--- src/rtl/vga_timing_pkg.sv ---
// Shared constants for the VGA raster timing generator.
// Holds the default 640x480@60 geometry, the matching coordinate width,
// and a helper that sums the four segments of one axis.
package vga_timing_pkg;

   localparam int unsigned DEF_H_ACTIVE = 640;
   localparam int unsigned DEF_H_FP     = 16;
   localparam int unsigned DEF_H_SYNC   = 96;
   localparam int unsigned DEF_H_BP     = 48;
   localparam int unsigned DEF_V_ACTIVE = 480;
   localparam int unsigned DEF_V_FP     = 10;
   localparam int unsigned DEF_V_SYNC   = 2;
   localparam int unsigned DEF_V_BP     = 33;
   localparam int unsigned DEF_CW       = 10;

   // Total length of one axis (line or frame) in counter steps.
   function automatic int unsigned axis_total(input int unsigned active,
                                              input int unsigned fp,
                                              input int unsigned sync,
                                              input int unsigned bp);
      return active + fp + sync + bp;
   endfunction

endpackage

--- src/rtl/vga_axis_counter.sv ---
// One raster axis: position counter plus registered active/sync flags.
// Segment order along the axis is active, front porch, sync, back porch.
// Ports:
//   clk, rst_n  - clock, asynchronous active-low reset
//   inc         - advance the position by one this cycle
//   pos         - registered position, 0..TOTAL-1 (resets to TOTAL-1)
//   active      - registered, pos inside the active segment
//   sync        - registered sync level, POL while pos is in the sync segment
//   wrap_next   - combinational, pos is TOTAL-1 (next advance wraps to 0)
module vga_axis_counter
   import vga_timing_pkg::*;
#(
   parameter int unsigned ACTIVE = DEF_H_ACTIVE,
   parameter int unsigned FP     = DEF_H_FP,
   parameter int unsigned SYNC   = DEF_H_SYNC,
   parameter int unsigned BP     = DEF_H_BP,
   parameter bit          POL    = 1'b0,
   parameter int unsigned CW     = DEF_CW
) (
   input  logic          clk,
   input  logic          rst_n,
   input  logic          inc,
   output logic [CW-1:0] pos,
   output logic          active,
   output logic          sync,
   output logic          wrap_next
);

   localparam int unsigned   TOTAL      = axis_total(ACTIVE, FP, SYNC, BP);
   localparam logic [CW-1:0] LAST       = CW'(TOTAL - 1);
   localparam logic [CW-1:0] ACT_END    = CW'(ACTIVE);
   localparam logic [CW-1:0] SYNC_BEGIN = CW'(ACTIVE + FP);
   localparam logic [CW-1:0] SYNC_END   = CW'(ACTIVE + FP + SYNC);

   logic [CW-1:0] pos_q, pos_d;
   logic          active_q, active_d;
   logic          sync_q, sync_d;

   assign wrap_next = (pos_q == LAST);

   // Flags are decoded from the next position so they line up with pos.
   always_comb begin
      pos_d = pos_q;
      if (inc) begin
         pos_d = wrap_next ? '0 : pos_q + CW'(1);
      end
      active_d = (pos_d < ACT_END);
      sync_d   = ((pos_d >= SYNC_BEGIN) && (pos_d < SYNC_END)) ? POL : ~POL;
   end

   always_ff @(posedge clk or negedge rst_n) begin
      if (!rst_n) begin
         pos_q    <= LAST;
         active_q <= 1'b0;
         sync_q   <= ~POL;
      end else begin
         pos_q    <= pos_d;
         active_q <= active_d;
         sync_q   <= sync_d;
      end
   end

   assign pos    = pos_q;
   assign active = active_q;
   assign sync   = sync_q;

endmodule

--- src/rtl/vga_timing_gen.sv ---
// VGA raster timing generator. Counts pixel clock-enables into line/frame
// coordinates and produces sync, data-enable and line/frame start pulses.
// Ports:
//   clk, rst_n   - system clock, asynchronous active-low reset
//   pix_ce       - pixel clock-enable; counters advance only when high
//   h_sync       - horizontal sync, active level H_SYNC_POL
//   v_sync       - vertical sync, active level V_SYNC_POL
//   de           - high inside the visible region
//   h_pos, v_pos - current column / line
//   line_start   - one-clk pulse on advance to h_pos = 0
//   frame_start  - one-clk pulse on advance to (0,0)
module vga_timing_gen
   import vga_timing_pkg::*;
#(
   parameter int unsigned H_ACTIVE   = DEF_H_ACTIVE,
   parameter int unsigned H_FP       = DEF_H_FP,
   parameter int unsigned H_SYNC     = DEF_H_SYNC,
   parameter int unsigned H_BP       = DEF_H_BP,
   parameter int unsigned V_ACTIVE   = DEF_V_ACTIVE,
   parameter int unsigned V_FP       = DEF_V_FP,
   parameter int unsigned V_SYNC     = DEF_V_SYNC,
   parameter int unsigned V_BP       = DEF_V_BP,
   parameter bit          H_SYNC_POL = 1'b0,
   parameter bit          V_SYNC_POL = 1'b0,
   parameter int unsigned CW         = DEF_CW
) (
   input  logic          clk,
   input  logic          rst_n,
   input  logic          pix_ce,
   output logic          h_sync,
   output logic          v_sync,
   output logic          de,
   output logic [CW-1:0] h_pos,
   output logic [CW-1:0] v_pos,
   output logic          line_start,
   output logic          frame_start
);

   logic h_active, v_active;
   logic h_wrap, v_wrap;
   logic v_inc;
   logic line_start_q, line_start_d;
   logic frame_start_q, frame_start_d;

   // The vertical axis steps only on the pixel that wraps the line.
   assign v_inc = pix_ce & h_wrap;

   vga_axis_counter #(
      .ACTIVE (H_ACTIVE),
      .FP     (H_FP),
      .SYNC   (H_SYNC),
      .BP     (H_BP),
      .POL    (H_SYNC_POL),
      .CW     (CW)
   ) u_h_axis (
      .clk       (clk),
      .rst_n     (rst_n),
      .inc       (pix_ce),
      .pos       (h_pos),
      .active    (h_active),
      .sync      (h_sync),
      .wrap_next (h_wrap)
   );

   vga_axis_counter #(
      .ACTIVE (V_ACTIVE),
      .FP     (V_FP),
      .SYNC   (V_SYNC),
      .BP     (V_BP),
      .POL    (V_SYNC_POL),
      .CW     (CW)
   ) u_v_axis (
      .clk       (clk),
      .rst_n     (rst_n),
      .inc       (v_inc),
      .pos       (v_pos),
      .active    (v_active),
      .sync      (v_sync),
      .wrap_next (v_wrap)
   );

   always_comb begin
      line_start_d  = v_inc;
      frame_start_d = v_inc & v_wrap;
   end

   always_ff @(posedge clk or negedge rst_n) begin
      if (!rst_n) begin
         line_start_q  <= 1'b0;
         frame_start_q <= 1'b0;
      end else begin
         line_start_q  <= line_start_d;
         frame_start_q <= frame_start_d;
      end
   end

   // Both terms are flop outputs, so de carries no path from pix_ce.
   assign de          = h_active & v_active;
   assign line_start  = line_start_q;
   assign frame_start = frame_start_q;

endmodule

--- config.mk ---
export PLATFORM = sky130hd
export DESIGN_NAME = vga_timing_gen
export DESIGN_NICKNAME = d
export VERILOG_FILES = /design/src/rtl/vga_timing_pkg.sv /design/src/rtl/vga_axis_counter.sv /design/src/rtl/vga_timing_gen.sv
export SDC_FILE = /design/constraint.sdc
export NUM_CORES = 1
export LEC_CHECK = 0
export ABC_AREA = 1
export CELL_PAD_IN_SITES_DETAIL_PLACEMENT = 1
export CELL_PAD_IN_SITES_GLOBAL_PLACEMENT = 1
export CORE_MARGIN = 2
export CORE_UTILIZATION = 40
export CTS_CLUSTER_DIAMETER = 120
export DETAILED_ROUTE_END_ITERATION = 8
export PLACE_DENSITY = 0.88
export SYNTH_ARGS = -nofsm -noshare
export SYNTH_HDL_FRONTEND = slang
export SYNTH_HIERARCHICAL = 1
export SYNTH_SLANG_ARGS = --single-unit
--- constraint.sdc ---
create_clock -name clk -period 4.7 [get_ports clk]
set_input_delay 0.705 -clock clk [delete_from_list [all_inputs] [get_ports clk]]
set_output_delay 0.705 -clock clk [all_outputs]
set_load 0.05 [all_outputs]
==> run metrics <==
status=finished clean; RSZ-0062 raised after global routing=no; placed cell count=286; fin nets=249; DRC Markers=0; Worst Path Required=4.90 ns; Achievable Freq=416 MHz; total track usage=19.7%; number of synthesized flops with an enable pin=0; CP Capture Type=flop; IO buf count=27; Hold Vio Cnt, Final=0; HP Class=flop to flop; CTS H-tree lvls=1; routability cong.=0.801; syn avg cell area=7.52 um2; post-CTS resize count=0; crit path max fanout=11; top sig layer=met4; antenna violations before repair=0; Mapped Nets=217; YS warnings=6; pins over their slew limit=0; Adder-Cell Fraction of Synth Area=2.37%; Initial Utilization=between 40% and 50%; routed length on met1=1.90 mm; Post-Synth Simple-Gate Area=40.5%; Worst VDD drop=0.426 mV; # diodes=0; clk sinks=26; post-synthesis mux area share=0%; Slew headroom=between 60% and 70%; Reg2Reg Setup Slack=2.35 ns; Die W=67.0 um; Leak Pwr=between 0.9 and 1 nW; Yosys top cell area share=22.1%; cells on worst reg2reg path=13; most used flip-flop cell after synthesis=dfrtp_1; Synth Area in Compound Gates=approximately 2.3%; max-cap violation count=0; CTS tree=yes; final setup fails=0; Sequential cell area=666 um2; Detailed Place HPWL=3.06 mm; Antenna Violating Nets Remaining=0; CTS Root Cell=clkbuf_8; met2 WL=1.84 mm; gr ovfl total=0; Worst Path Arrival=2.60 ns; Pwr Density=464 nW/um2; cells after synthesis=211; area taken by multi-input logic gates=761 um2; Synth Cell Area=1590 um2; vias post-DR=around 1.4k; fill cell count=slightly below 500; Tightest Pin Transition=0.531 ns; asr flop ratio synth=100%; core region area=3740 um2; sequential area share after synthesis=42.0%; vias in the first global route=1387; Synth area leaders=dfrtp_1 22%, dfstp_2 20%, nand2_1 15%; Post-CTS Setup Bufs=0; setup slack after layout=2.29 ns; most frequent cell after synthesis=nand2_1; WL/cell=about 13 um; Cell Count, Final, Fillers Out=290; pre-CTS setup slack=2.05 ns; Via density=4.76; Synth top cells by count=63 x nand2_1, 36 x inv_1, 23 x nor2_1, 14 x dfrtp_1; WL met3=112 um; share of post-route cells with drive strength above 1=20.7%; area leader, netlist=dfrtp_1; io pins=28; Core Rows=22; Startpoint Class=input pin; Die H=67.0 um; Worst Hold Depth=2; clk buf depth=2; TritonCTS Buffers=3; Reg clk slew, reported paths=0.08 ns; total wire length=between 3 and 4 mm; synth unique cells=25; die area=roughly 4500 um2; initial drt markers=42; first-pass GRT wire length=6.53 mm; hold_buf cts=0; drt pass-1 iters=4; clock skew=0.00337 ns; Min Clock Period, post-route=2.41 ns; largest net degree at the start of global routing=27; xor/xnor share of the synthesized area=under 10%; period utilisation layout=51.2%; worst-skew pair later-pin latency=approximately 0.27 ns; Layout area overhead=23.7%; Synth Register Bits=26; WS Path Type=input pin to flop; largest family of logic cells by synthesized area=simple AND/OR/NAND/NOR gates; setup TNS=0 ns
[power by group]
part	internal (mW)	switching [mW]	leakage, nW	total (mW)
Sequential	0.294	0.0509	0.293	0.345
Combinational	0.140	0.299	0.603	0.439
Clock	0.0606	0.0662	0.0228	0.127
Total	0.494	0.416	0.919	0.911
[flip-flops by register name, indices dropped and copies added, names as in the netlist]
register and flops:
u_h_axis/sync 1, u_h_axis/pos 10, frame_start 1, u_v_axis/sync 1
line_start 1, u_v_axis/pos 10, u_v_axis/active 1, u_h_axis/active 1
[area by class of cell]
type,instances,area share [%]
Tap cell,48,3.06
Clock buffer,4,2.30
Sequential cell,26,33.9
Inverter,40,7.78
Multi-Input combinational cell,144,38.8
Timing Repair Buffer,28,14.2
[final timing paths]
| path | startpoint | to |
|---|---|---|
| setup / recovery | pix_ce | u_v_axis/sync |
| hold / removal | u_h_axis/pos[4] | u_h_axis/pos[4] |
| setup reg to reg | u_h_axis/pos[3] | u_v_axis/sync |
| hold reg to reg | u_h_axis/pos[4] | u_h_axis/pos[4] |
| max in group asynchronous | rst_n | u_h_axis/pos[9] |
| min in group asynchronous | rst_n | u_v_axis/pos[1] |
[layout by cell type (no fill, tap or decap), drive strengths merged]
cell type,n
clkdlybuf4s50,27
nand3,17
buf,1
o211ai,1
dfstp,12
nor2,34
clkbuf,4
nor3,1
clkinv,2
nand2,75
nor4,1
xor2,3
inv,38
nand4,3
dfrtp,14
o21ai,2
xnor2,2
o21bai,2
ha,3
[logic make-up after synthesis]
kind of cell	after synthesis
fa+ha+maj	3
simple gates	131
xor+xnor	5
buf+inv	41
flops	26
compound gates	5
[layer usage]
metal / up-vias / track usage [%]
met3: 4 / 3.04
met1: 664 / 27.0
met5: - / 0
met4: 0 / 5.87
li1: 694 / -
met2: 18 / 31.9
[per-stage QoR]
step                total power, mW  hold slack (ns)  utilization, %  area [um2]
global placement              0.780            0.522            51.2        1920
CTS                           0.927            0.548            52.4        1960
floorplan                     0.658            0.409               -        1590
global route                  0.976            0.564            52.4        1960
finish                        0.911            0.546            52.4        1960
detailed placement            0.795            0.532            51.2        1920
[critical path, cell delays in order]
cell and delay [ns]:
clkdlybuf4s50_1 0.65, nand2_1 0.13, inv_1 0.29, nand3_2 0.17, nor2_4 0.16, nand3_2 0.12, nand2_4 0.10, nand2_2 0.05
nor2_1 0.12, nand3_1 0.10
(Power assumes the default switching activity.)
